==> config.mk <==
export PLATFORM = sky130hd
export DESIGN_NAME = multi_channel_mac
export DESIGN_NICKNAME = d
export VERILOG_FILES = /design/src/rtl/mac_pkg.sv /design/src/rtl/booth_seq_core.sv /design/src/rtl/multi_channel_mac.sv
export SDC_FILE = /design/constraint.sdc
export NUM_CORES = 1
export LEC_CHECK = 0
export ABC_CLOCK_PERIOD_IN_PS = 8100
export CORE_MARGIN = 2
export CORE_UTILIZATION = 50
export CTS_CLUSTER_SIZE = 30
export DETAILED_ROUTE_END_ITERATION = 8
export PLACE_DENSITY_LB_ADDON = 0.15
export SLEW_MARGIN = 20
export SYNTH_ARGS = -nofsm -noshare
export SYNTH_HDL_FRONTEND = slang
export SYNTH_SLANG_ARGS = --single-unit
==> constraint.sdc <==
create_clock -name clk -period 8.1 [get_ports clk]
set_clock_uncertainty 0.1 [all_clocks]
set_input_delay 1.215 -clock clk [delete_from_list [all_inputs] [get_ports clk]]
set_output_delay 1.215 -clock clk [all_outputs]
set_load 0.01 [all_outputs]
==> src/rtl/mac_pkg.sv <==
// Shared types and sizing helpers for the multi-channel MAC engine.
package mac_pkg;

  localparam int MAX_ACC_W = 256;

  typedef enum logic [1:0] {
    IDLE = 2'd0,
    MULT = 2'd1,
    ACC  = 2'd2,
    OUT  = 2'd3
  } state_t;

  function automatic int acc_width(input int dw, input int gb);
    return (2 * dw) + gb;
  endfunction

  // Largest positive value of a w-bit two's-complement number, zero-padded.
  function automatic logic [MAX_ACC_W-1:0] sat_max(input int w);
    logic [MAX_ACC_W-1:0] r;
    r = {MAX_ACC_W{1'b0}};
    for (int i = 0; i < w - 1; i++) begin
      r[i] = 1'b1;
    end
    return r;
  endfunction

  function automatic logic [MAX_ACC_W-1:0] sat_min(input int w);
    logic [MAX_ACC_W-1:0] r;
    r = {MAX_ACC_W{1'b0}};
    r[w-1] = 1'b1;
    return r;
  endfunction

endpackage

==> src/rtl/booth_seq_core.sv <==
// Sequential radix-2 Booth multiplier: DW steps after start, then a one-cycle done
// pulse; the product stays on the output until the next start.
module booth_seq_core #(
  parameter int DW = 16
) (
  input  logic                   clk,
  input  logic                   rst_n,
  input  logic                   start,
  input  logic signed [DW-1:0]   m,
  input  logic signed [DW-1:0]   q,
  output logic signed [2*DW-1:0] product,
  output logic                   done
);

  localparam int CNT_W = $clog2(DW + 1);

  logic [DW:0]      a_q, a_d;
  logic [DW:0]      m_q, m_d;
  logic [DW:0]      sum_s;
  logic [DW-1:0]    q_q, q_d;
  logic             q1_q, q1_d;
  logic             run_q, run_d;
  logic             done_q, done_d;
  logic [CNT_W-1:0] cnt_q, cnt_d;

  // Recode {Q[0], Q[-1]}, add/subtract M into the DW+1 bit partial, then shift {A,Q,Q[-1]}.
  always_comb begin
    a_d    = a_q;
    m_d    = m_q;
    q_d    = q_q;
    q1_d   = q1_q;
    run_d  = run_q;
    cnt_d  = cnt_q;
    done_d = 1'b0;
    case ({q_q[0], q1_q})
      2'b01:   sum_s = a_q + m_q;
      2'b10:   sum_s = a_q - m_q;
      default: sum_s = a_q;
    endcase
    if (start) begin
      a_d   = {(DW + 1){1'b0}};
      m_d   = {m[DW-1], m};
      q_d   = q;
      q1_d  = 1'b0;
      cnt_d = CNT_W'(DW);
      run_d = 1'b1;
    end else if (run_q) begin
      a_d    = {sum_s[DW], sum_s[DW:1]};
      q_d    = {sum_s[0], q_q[DW-1:1]};
      q1_d   = q_q[0];
      cnt_d  = cnt_q - CNT_W'(1);
      run_d  = (cnt_q != CNT_W'(1));
      done_d = (cnt_q == CNT_W'(1));
    end else begin
      run_d = 1'b0;
    end
  end

  // Multiplier state registers.
  always_ff @(posedge clk or negedge rst_n) begin
    if (!rst_n) begin
      a_q    <= {(DW + 1){1'b0}};
      m_q    <= {(DW + 1){1'b0}};
      q_q    <= {DW{1'b0}};
      q1_q   <= 1'b0;
      run_q  <= 1'b0;
      cnt_q  <= {CNT_W{1'b0}};
      done_q <= 1'b0;
    end else begin
      a_q    <= a_d;
      m_q    <= m_d;
      q_q    <= q_d;
      q1_q   <= q1_d;
      run_q  <= run_d;
      cnt_q  <= cnt_d;
      done_q <= done_d;
    end
  end

  assign product = {a_q[DW-1:0], q_q};
  assign done    = done_q;

endmodule

==> src/rtl/multi_channel_mac.sv <==
// Multi-channel multiply-accumulate engine: Booth multiply, guarded accumulate with
// optional saturation, and a held dump port per channel on request.
module multi_channel_mac
  import mac_pkg::*;
#(
  parameter int  DATA_WIDTH = 16,
  parameter int  GUARD_BITS = 8,
  parameter int  NUM_CH     = 4,
  parameter int  SATURATE   = 1,
  localparam int ACC_WIDTH  = acc_width(DATA_WIDTH, GUARD_BITS),
  localparam int CH_W       = (NUM_CH > 1) ? $clog2(NUM_CH) : 1
) (
  input  logic                         clk,
  input  logic                         rst_n,
  input  logic                         in_valid,
  output logic                         in_ready,
  input  logic signed [DATA_WIDTH-1:0] in_a,
  input  logic signed [DATA_WIDTH-1:0] in_b,
  input  logic [CH_W-1:0]              in_ch,
  input  logic                         in_clr,
  input  logic                         in_last,
  input  logic                         clr_all,
  output logic                         out_valid,
  input  logic                         out_ready,
  output logic [ACC_WIDTH-1:0]         out_data,
  output logic [CH_W-1:0]              out_ch,
  output logic                         out_ovf,
  output logic                         busy
);

  localparam int CNT_W = (DATA_WIDTH > 1) ? $clog2(DATA_WIDTH) : 1;
  localparam logic [MAX_ACC_W-1:0] SAT_MAX_FULL = sat_max(ACC_WIDTH);
  localparam logic [MAX_ACC_W-1:0] SAT_MIN_FULL = sat_min(ACC_WIDTH);
  localparam logic [ACC_WIDTH-1:0] SAT_MAX = SAT_MAX_FULL[ACC_WIDTH-1:0];
  localparam logic [ACC_WIDTH-1:0] SAT_MIN = SAT_MIN_FULL[ACC_WIDTH-1:0];

  state_t                         state_q;
  logic [CH_W-1:0]                ch_q;
  logic                           clr_q;
  logic                           last_q;
  logic [CNT_W-1:0]               cnt_q;
  logic [ACC_WIDTH-1:0]           acc_q [NUM_CH];
  logic [NUM_CH-1:0]              ovf_q;
  logic                           out_valid_q;
  logic [ACC_WIDTH-1:0]           out_data_q;
  logic [CH_W-1:0]                out_ch_q;
  logic                           out_ovf_q;

  logic                           start_s;
  logic signed [2*DATA_WIDTH-1:0] prod_s;
  logic                           mul_done_s;
  logic                           ch_hit_s;
  logic [ACC_WIDTH-1:0]           sel_acc_s;
  logic                           sel_ovf_s;
  logic [ACC_WIDTH-1:0]           base_s;
  logic signed [ACC_WIDTH-1:0]    p_ext_s;
  logic [ACC_WIDTH:0]             sum_s;
  logic                           ovf_now_s;
  logic [ACC_WIDTH-1:0]           res_s;
  logic                           new_ovf_s;

  assign start_s = in_valid && (state_q == IDLE);

  booth_seq_core #(
    .DW(DATA_WIDTH)
  ) u_booth (
    .clk     (clk),
    .rst_n   (rst_n),
    .start   (start_s),
    .m       (in_a),
    .q       (in_b),
    .product (prod_s),
    .done    (mul_done_s)
  );

  // Channel select (out-of-range channels select nothing) and the guarded add/saturate.
  always_comb begin
    ch_hit_s  = 1'b0;
    sel_acc_s = {ACC_WIDTH{1'b0}};
    sel_ovf_s = 1'b0;
    for (int i = 0; i < NUM_CH; i++) begin
      ch_hit_s  = ch_hit_s | (ch_q == CH_W'(i));
      sel_acc_s = sel_acc_s | ({ACC_WIDTH{ch_q == CH_W'(i)}} & acc_q[i]);
      sel_ovf_s = sel_ovf_s | ((ch_q == CH_W'(i)) & ovf_q[i]);
    end
    base_s    = clr_q ? {ACC_WIDTH{1'b0}} : sel_acc_s;
    p_ext_s   = ACC_WIDTH'(prod_s);
    sum_s     = {base_s[ACC_WIDTH-1], base_s} + {p_ext_s[ACC_WIDTH-1], p_ext_s};
    ovf_now_s = sum_s[ACC_WIDTH] ^ sum_s[ACC_WIDTH-1];
    if (ovf_now_s && (SATURATE != 0)) begin
      res_s = sum_s[ACC_WIDTH] ? SAT_MIN : SAT_MAX;
    end else begin
      res_s = sum_s[ACC_WIDTH-1:0];
    end
    new_ovf_s = (~clr_q & sel_ovf_s) | ovf_now_s;
  end

  // Control FSM, channel register file and output register; clr_all overrides any write.
  always_ff @(posedge clk or negedge rst_n) begin
    if (!rst_n) begin
      state_q     <= IDLE;
      ch_q        <= {CH_W{1'b0}};
      clr_q       <= 1'b0;
      last_q      <= 1'b0;
      cnt_q       <= {CNT_W{1'b0}};
      ovf_q       <= {NUM_CH{1'b0}};
      out_valid_q <= 1'b0;
      out_data_q  <= {ACC_WIDTH{1'b0}};
      out_ch_q    <= {CH_W{1'b0}};
      out_ovf_q   <= 1'b0;
      for (int i = 0; i < NUM_CH; i++) begin
        acc_q[i] <= {ACC_WIDTH{1'b0}};
      end
    end else begin
      case (state_q)
        IDLE: begin
          if (in_valid) begin
            ch_q    <= in_ch;
            clr_q   <= in_clr;
            last_q  <= in_last;
            cnt_q   <= {CNT_W{1'b0}};
            state_q <= MULT;
          end
        end
        MULT: begin
          cnt_q <= cnt_q + CNT_W'(1);
          if (cnt_q == CNT_W'(DATA_WIDTH - 1)) begin
            state_q <= ACC;
          end
        end
        ACC: begin
          if (mul_done_s) begin
            for (int i = 0; i < NUM_CH; i++) begin
              if (ch_q == CH_W'(i)) begin
                acc_q[i] <= res_s;
                ovf_q[i] <= new_ovf_s;
              end
            end
            if (last_q) begin
              out_valid_q <= 1'b1;
              out_ch_q    <= ch_q;
              out_data_q  <= (ch_hit_s && !clr_all) ? res_s : {ACC_WIDTH{1'b0}};
              out_ovf_q   <= ch_hit_s & new_ovf_s & ~clr_all;
              state_q     <= OUT;
            end else begin
              state_q <= IDLE;
            end
          end
        end
        OUT: begin
          if (out_ready) begin
            out_valid_q <= 1'b0;
            for (int i = 0; i < NUM_CH; i++) begin
              if (ch_q == CH_W'(i)) begin
                acc_q[i] <= {ACC_WIDTH{1'b0}};
                ovf_q[i] <= 1'b0;
              end
            end
            state_q <= IDLE;
          end
        end
        default: state_q <= IDLE;
      endcase
      if (clr_all) begin
        ovf_q <= {NUM_CH{1'b0}};
        for (int i = 0; i < NUM_CH; i++) begin
          acc_q[i] <= {ACC_WIDTH{1'b0}};
        end
      end
    end
  end

  assign in_ready  = (state_q == IDLE);
  assign busy      = (state_q != IDLE);
  assign out_valid = out_valid_q;
  assign out_data  = out_data_q;
  assign out_ch    = out_ch_q;
  assign out_ovf   = out_ovf_q;

endmodule

---- After elaboration in Yosys (flattened, before gate mapping) ----
Index checks and enable logic that the tools add are counted.
storage, ports and cells
  latch bits .............................. 0
  ROM bits ................................ 0
  word-level logic and storage cells ...... 151
  memory bits (writable) .................. 0
  register bits ........................... 275
  memories kept ........................... 0
cells by class
  multiplexer cells ....................... 53
  equal/unequal tests ..................... 26
  shift operators ......................... 0
  $add $sub $neg .......................... 5
  reductions and logical operators ........ 19
  multipliers ............................. 0
  divide/modulo/power cells ............... 0
  magnitude comparators ................... 0
  bitwise gates (word level) .............. 24
operators with widths
  kind                                       count
  160-bit two-way mux                        3
  40-bit two-way mux                         12
  160-bit case mux with 2 select lines       1
  40-bit AND                                 4
  40-bit bitwise OR                          3
  40-bit by 32-bit adder with 41-bit output  1
  17-bit two-way mux                         2
  17-bit case mux with 2 select lines        1
  16-bit two-way mux                         2
  3-bit != test, second input constant       9
  5-bit AND reduction                        4
  17-bit adder                               1
  1-bit two-way mux                          17
  17-bit subtractor                          1
  4-bit two-way mux                          4
  4-bit case mux with 2 select lines         2
  2-bit == test, second input constant       5
  2-bit two-way mux                          5
  5-bit two-way mux                          2
  2-bit != test, second input constant       4
  2-bit case mux with 4 select lines         1
  4-bit AND reduction                        2
  2-bit nonzero test                         4
  1-bit AND                                  7
  other kinds (18)                           30

---- Logic depth before layout (Yosys ltp) ----
Gate-level depths: netlist (run 1).
  depth in word-level cells ............... 13
  depth in mapped cells ................... 20
  depth with buffers taken out ............ 16

---- By module ----
From an unflattened synthesis (run 1), not the netlist that was laid out.
unflattened totals
  cell total of the unflattened synthesis .. 1586
  area total of the unflattened synthesis .. 15617.5 µm²
modules (own cells, without submodules)
  module             sequential area each (µm²)  cells an instance  area an instance (µm²)  times used
  multi_channel_mac  5455.2                      1174               11915.2                 1
  booth_seq_core     1401.3                      412                3702.3                  1

---- Worst setup path before layout (run 1) ----
No wires, ideal clock.
  kind .................................... register to register
  start point ............................. reg ch_q[0]
  end point ............................... reg acc_q[29] in the netlist's numbering
  arrival ................................. 4.677 ns
  stages on the path, launching flop included .. 21
  buffers on the path ..................... 5
  required time ........................... 7.874 ns
  period minus slack after synthesis ...... 4.903 ns
  slack ................................... 3.197 ns
  cells stage by stage .................... dfrtp_1 > clkbuf_1 > clkbuf_1 > buf_1 > mux4_2 > nor2b_1 > ha_1 > inv_1 > fa_1 > nand2b_1 > a21oi_2 > o41ai_4 > o31ai_4 > a211oi_4 > o21ai_2 > o21ai_4 > a21o_1 > buf_4 > nor3_2 > buf_4 > a221o_1
between the ends
  longest elaborated chain between the ends .. 13
  elaborated cells on any way between the ends .. 23
  classes of those cells .................. add/sub: 1; eq/ne: 5; mux: 7; bitwise: 8; reduce/logical: 2
RTL lines
  what                                                                           line                                              source
  from (decl)                                                                    multi_channel_mac.sv:38                           logic [CH_W-1:0] ch_q;
  from (signal assigned)                                                         multi_channel_mac.sv:102                          ch_q <= {CH_W{1'b0}};
  from (signal assigned)                                                         multi_channel_mac.sv:118                          ch_q <= in_ch;
  2-bit by 1-bit == test with 1-bit output or 2-bit logical NOT (tied branches)  multi_channel_mac.sv:83                           sel_acc_s = sel_acc_s | ({ACC_WIDTH{ch_q == CH_W'(i)}} & acc_q[i]);
  40-bit AND                                                                     multi_channel_mac.sv:83
  40-bit bitwise OR (3 in series)                                                multi_channel_mac.sv:83
  40-bit two-way mux                                                             multi_channel_mac.sv:86                           base_s = clr_q ? {ACC_WIDTH{1'b0}} : sel_acc_s;
  40-bit by 32-bit adder with 41-bit output                                      multi_channel_mac.sv:88                           sum_s = {base_s[ACC_WIDTH-1], base_s} + {p_ext_s[ACC_WIDTH-1], p_ext_s};
  40-bit two-way mux or 1-bit XOR (tied branches)                                multi_channel_mac.sv:91, multi_channel_mac.sv:89
  40-bit two-way mux                                                             multi_channel_mac.sv:90                           if (ovf_now_s && (SATURATE != 0)) begin
  40-bit two-way mux                                                             multi_channel_mac.sv:134                          if (ch_q == CH_W'(i)) begin
  160-bit two-way mux                                                            multi_channel_mac.sv:132                          if (mul_done_s) begin
  160-bit case mux with 2 select lines                                           multi_channel_mac.sv:115                          case (state_q)
  160-bit two-way mux                                                            multi_channel_mac.sv:164                          if (clr_all) begin
  to (signal, indexed assignment)                                                multi_channel_mac.sv:112                          acc_q[i] <= {ACC_WIDTH{1'b0}};
  to (signal, indexed assignment)                                                multi_channel_mac.sv:135                          acc_q[i] <= res_s;
  to (signal, indexed assignment)                                                multi_channel_mac.sv:167                          acc_q[i] <= {ACC_WIDTH{1'b0}};
  to (decl)                                                                      multi_channel_mac.sv:42                           logic [ACC_WIDTH-1:0] acc_q [NUM_CH];
Several ways; a longest one is shown, not always the timed one. The select of a mux whose other input is x is not followed.
A chain may end at the register's enable or synchronous reset.

---- Worst setup path in the final report (run 1) ----
  start point ............................. reg ch_q[0]
  end point ............................... reg acc_q[13] in the netlist's numbering
Same word-level chain as after synthesis.

==> results of run 1 <==
## path summary, 6_finish.rpt
check                                           to                   from  cells after the start
setup / recovery             acc_q[13]$_DFFE_PN0P_    ch_q[0]$_DFFE_PN0P_                     14
hold / removal               acc_q[73]$_DFFE_PN0P_  acc_q[73]$_DFFE_PN0P_                      2
setup reg to reg             acc_q[13]$_DFFE_PN0P_    ch_q[0]$_DFFE_PN0P_                     14
hold reg to reg              acc_q[73]$_DFFE_PN0P_  acc_q[73]$_DFFE_PN0P_                      2
max in group asynchronous  out_data[4]$_DFFE_PN0P_                  rst_n                      2
min in group asynchronous     cnt_q[0]$_DFFE_PN0P_                  rst_n                      1
## routing by layer
metal  vias to the layer above  GRT usage  wire length (um)
met3                        77    0.05760              3350
met1                      6206     0.4030             20480
met2                       452     0.4137             19860
met4                         0    0.07935              1186
li1                       5729          -                 -
met5                         -          0                 0
## sequential cells by signal, summed over array words and instances, names as in the netlist, 2 cells and up
signal and cells:
u_booth.m_q 16, cnt_q 4, ovf_q 4, out_ch 2, out_data 40, state_q 2
u_booth.q_q 16, ch_q 2, u_booth.cnt_q 5, acc_q 160, u_booth.a_q 16
## worst max-delay path: stages (launching register included)
cell and delay [ns]:
dfrtp_2 0.97, buf_4 0.59, mux4_2 0.58, nor2b_1 0.19, ha_1 0.48, a21oi_1 0.26, nand2_1 0.08, a211oi_1 0.26
o32ai_1 0.15, a31oi_1 0.27, a21o_1 0.42, xnor2_2 0.26, a21o_1 0.52, nor3_2 0.75, a221o_1 0.27
## cell usage after synthesis (5+ instances only)
cell type  count  share of area
dfrtp_1      274           0.44
nand2_1      200          0.048
nor2_1       106          0.026
o21ai_0      105          0.034
a21oi_1       98          0.032
a221o_1       80          0.052
clkbuf_1      75          0.018
ha_1          61          0.049
nor2b_1       52          0.021
a22o_1        47          0.026
xnor2_1       47          0.026
mux4_2        40          0.058
inv_1         28         0.0068
mux2i_1       24          0.015
a21o_1        23          0.011
nor3_1        19         0.0061
buf_2         18         0.0058
xor2_1        18          0.010
nand3_1       17         0.0055
nand2b_1      15         0.0060
a211oi_1      13         0.0063
a31oi_1       13         0.0052
o31ai_1       13         0.0063
o21a_1        12         0.0058
nand4_1       11         0.0044
o22a_1        10         0.0056
and2_1         9         0.0036
o211ai_1       9         0.0043
or3_1          8         0.0032
maj3_1         6         0.0039
o21bai_1       6         0.0029
and3_1         5         0.0020
buf_1          5         0.0012
mux2_2         5         0.0036
nor4_1         5         0.0020
## cells by family (layout without fill, tap and decap cells)
logic type	after synthesis	after routing	share of synthesized area
compound gates	465	465	0.2155
simple gates	465	465	0.1367
flops	274	274	0.4414
buf+inv	132	189	0.03504
fa+ha+maj	69	69	0.05558
mux	69	69	0.07708
xor+xnor	67	67	0.03874
## layout make-up
type | instances | area share
clock buffers | 43 | 0.05019
clock inverters | 11 | 0.01022
inverters | 29 | 0.006133
multi-input cells | 1135 | 0.4610
flip-flops and latches | 274 | 0.3865
well taps | 396 | 0.02792
repair buffers | 106 | 0.05795
## power breakdown
group | internal (mW) | switching (mW) | total, mW
clock network | 0.892 | 0.591 | 1.48
registers | 1.66 | 0.379 | 2.04
logic | 1.26 | 1.77 | 3.03
total | 3.81 | 2.74 | 6.55
==> flow_summary.ini, run 1 <==
[drt]
wl_per_cell_um = 22.51
ant_nets = 0
drt_pre_antenna_iters = 6
via_per_inst = 6.251
via_count = 12460
drcViolationCount = 0
drt_iter0_drc = 1040
totalWireLength_mm = 44.88

[yosys]
synth_cell_types = 73
synth-edff-count = 0
yosys_warnings = 0
synth-main-ff-cell = dfrtp_1
synthCells = 1541
syn_avg_cell_area_um2 = 10.08
syn_area_um2 = 15530
synthArstFlopShare = 1.000
synth_nets = 1645
yosysSeqAreaShare = 0.4414
ys_seq_elements = 274

[sta]
finalHoldWorstSlack_ns = 0.3682
drv_slew = 0
finalCriticalPeriod_ns = 6.235
fmaxAchievable_mhz = 160.4
relSlewSlack = 0.2542
period_share = 0.7698
timing.final.ws_setup_ns = 1.865
finalSetupViolCount = 0
hold_violations = 0
setup_tns_ns = 0
rsz0062_at_grt = no
tightestPinTransition_ns = 1.119

[global_route]
grt_max_degree = 167
grt_first_pass_wirelength_mm = 70.98
grt_pass1_vias = 12280
antenna_found_initial = 0
grt_overflow_total = 0
grt_usage = 0.2749

[placed_design]
place_congestion = 0.9521
placed_area_um2 = 16680
place_ws_ns = 1.892
dpl.hpwl_mm = 30.72
dp.cells = 1940
portBuffers = 86

[setup_path]
criticalPathCategory = register to register
reg2reg_setup_slack_ns = 1.87
start_kind = register
worstPathArrival_ns = 6.65
path_max_fanout = 27
critPathRequiredTime_ns = 8.52
end_kind = register

[cts]
root_buffer = clkbuf_16
numClockSinks = 274
cts_tree = done
cts_resized = 0
cts_made_buffers = 31
post-cts-setup-buffer-count = 0
cts.path.max_buffers = 3
clk_latency_ns = 0.59
ctsHtreeMaxLevel = 1
hold_buffers = 0
clkTransAtPathRegs_ns = 0.06

[final_layout]
final_cell_mix = dfrtp_1, nand2_1, o21ai_0
n_fill_cell = 2613
layout_commonest_cell = dfrtp_1
regArea_um2 = 6860
nets = 1681
syn_to_final_growth_pct = 14.26
finalCoreUtilization = 0.5802
final_cell_area_um2 = 17750
antenna_cells = 0
multi_input_area_um2 = 8183
fin_cells = 1994
drive_gt1_frac = 0.09887

[die]
io_pins = 87
die_h_um = 180.3
dieArea_um2 = 32490
start_util = 0.5078
die_w_um = 180.3
row_count = 64
coreArea_um2 = 30590

[flow_run]
max_cap_violations = 0

[power]
power_leakage_nw = 8.052
ir_drop_mv = 0.2364
p_per_area_nw_per_um2 = 368.9
power_mw = 6.548

[hold_path]
hold_class = register to register

[run_status]
outcome = complete, no violations
Note: power is estimated with default switching activity, not from simulation.
==> run 2: changes to the inputs <==
Settings changed: ABC_CLOCK_PERIOD_IN_PS 8100 to 5100.
Clock period 8.1 ns to 5.1 ns, I/O delays scaled along.
==> flow_summary.ini, run 2 (synthesized netlist as in run 1, its figures left out) <==
[run_status]
outcome = complete, no violations

[final_layout]
multi_input_area_um2 = 8179
finalCoreUtilization = 0.5881
regArea_um2 = 6860
drive_gt1_frac = 0.1224
regMostFlops = acc_q
largest_reg_flops = 160
layout_commonest_cell = dfrtp_1
n_fill_cell = 2616
final_cell_mix = dfrtp_1, nand2_1, nor2_1, o21ai_0, a21oi_1
nets = 1721
syn_to_final_growth_pct = 15.80

[die]
die_w_um = 180.3
start_util = 0.5078
die_h_um = 180.3
io_pins = 87
coreArea_um2 = 30590
dieArea_um2 = 32490
row_count = 64

[placed_design]
place_congestion = 0.9378
portBuffers = 86
place_ws_ns = 0.08312
dpl.hpwl_mm = 31.32

[cts]
ctsHtreeMaxLevel = 1
clkTransAtPathRegs_ns = 0.06
root_buffer = clkbuf_16
cts_made_buffers = 31
cts_tree = done
clk_latency_ns = 0.59
numClockSinks = 274
cts.path.max_buffers = 3
hold_buffers = 0

[setup_path]
criticalPathCategory = register to register
slowest_delay_ns = 0.53
critPathRequiredTime_ns = 5.47
rr_startpoint = ch_q[0]$_DFFE_PN0P_
cp_top_family = compound AO/OA/AOI/OAI gates
r2r-end = acc_q[117]$_DFFE_PN0P_
reg2reg_setup_slack_ns = 0.26
cp_num_buf_inv = 3
crit_chain = buf_12 -> mux4_2 -> nor2b_1 -> ha_1 -> o211ai_2 -> a21oi_2 -> o41ai_4 -> o31ai_4 -> a211oi_4 -> o21ai_2 -> o21ai_4 -> a21o_1 -> buf_4 -> nor2_1 -> buf_4 -> a221o_1
worstPathArrival_ns = 5.21
path_max_fanout = 30
end_kind = register
path_common_cell = buf_4
worst_path_max_delay_cell = mux4_2
path_depth = 16
rr_worst_depth = 16
start_kind = register

[drt]
drt_pre_antenna_iters = 7
via_per_inst = 6.139
ant_nets = 0
totalWireLength_mm = 45.26
drt_iter0_drc = 948
drcViolationCount = 0
wl_per_cell_um = 22.20
via_count = 12520

[sta]
setup_tns_ns = 0
drv_slew = 0
finalSetupViolCount = 0
tightestPinTransition_ns = 1.086
fmaxAchievable_mhz = 206.8
period_share = 0.9483
finalCriticalPeriod_ns = 4.836
rsz0062_at_grt = no
hold_violations = 0
timing.final.ws_setup_ns = 0.2636
relSlewSlack = 0.2762

[power]
power_mw = 10.38
p_per_area_nw_per_um2 = 577.1
ir_drop_mv = 0.3133
power_leakage_nw = 8.230

[global_route]
grt_max_degree = 119
grt_usage = 0.2772
antenna_found_initial = 0
grt_overflow_total = 0
grt_pass1_vias = 12560
grt_first_pass_wirelength_mm = 71.83

[hold_path]
hold_class = input port to async pin

[flow_run]
max_cap_violations = 0
run 2: cell types whose count changed in the layout (fill, tap and decap cells not counted), sizes merged:
cell | before | now
buf | 21 | 61
diode | 0 | 1
clkbuf | 43 | 38
bufinv | 4 | 1
clkinv | 4 | 15
clkinvlp | 3 | 4
run 2: power by group:
part           internal [mW]  total [mW]  leakage, nW  switching, mW
clock network           1.20        2.16        0.482          0.956
logic                   2.15        5.14         4.11           2.98
registers               2.63        3.09         3.63          0.453
total                   5.99        10.4         8.23           4.39
run 2: routing by layer:
metal  track usage  up-vias  share of wire
met5             0        -              0
li1              -     5808              -
met2        0.4209      449           0.44
met3       0.06083       72          0.076
met4       0.07935        0          0.029
met1        0.4010     6188           0.45
run 2: layout make-up:
cell class | instances | area share
flip-flops and latches | 274 | 0.3814
diodes | 1 | 0.0001391
repair buffers | 146 | 0.07595
inverters | 29 | 0.006051
multi-input cells | 1135 | 0.4547
clock inverters | 20 | 0.008555
clock buffers | 38 | 0.04570
well taps | 396 | 0.02754
run 2: worst max-delay path by stage:
stage / start / to / slack, ns
after floorplan: ch_q[0]$_DFFE_PN0P_ / acc_q[29]$_DFFE_PN0P_ / 0.20
after global placement: ch_q[0]$_DFFE_PN0P_ / acc_q[117]$_DFFE_PN0P_ / 0.14
after detailed placement: ch_q[0]$_DFFE_PN0P_ / acc_q[156]$_DFFE_PN0P_ / 0.08
after CTS: ch_q[0]$_DFFE_PN0P_ / acc_q[127]$_DFFE_PN0P_ / 0.08
after global routing: ch_q[0]$_DFFE_PN0P_ / acc_q[85]$_DFFE_PN0P_ / 0.008
final: ch_q[0]$_DFFE_PN0P_ / acc_q[117]$_DFFE_PN0P_ / 0.26
run 2: per-stage QoR:
stage | area, um^2 | cells | hold WS (ns)
2_1_floorplan | 15530 | 1541 | 0.3334
3_3_place_gp | 16950 | 1973 | 0.3508
3_5_place_dp | 16950 | 1973 | 0.3561
4_1_cts | 17930 | 2031 | 0.1129
5_1_grt | 17990 | 2038 | 0.1400
6_report | 17990 | 2039 | 0.08719
run 2: what timing repair did:
action	4_1_cts	5_1_grt
endpoints found under the setup margin	0	59
setup buffers	0	7
gates resized for setup	0	1
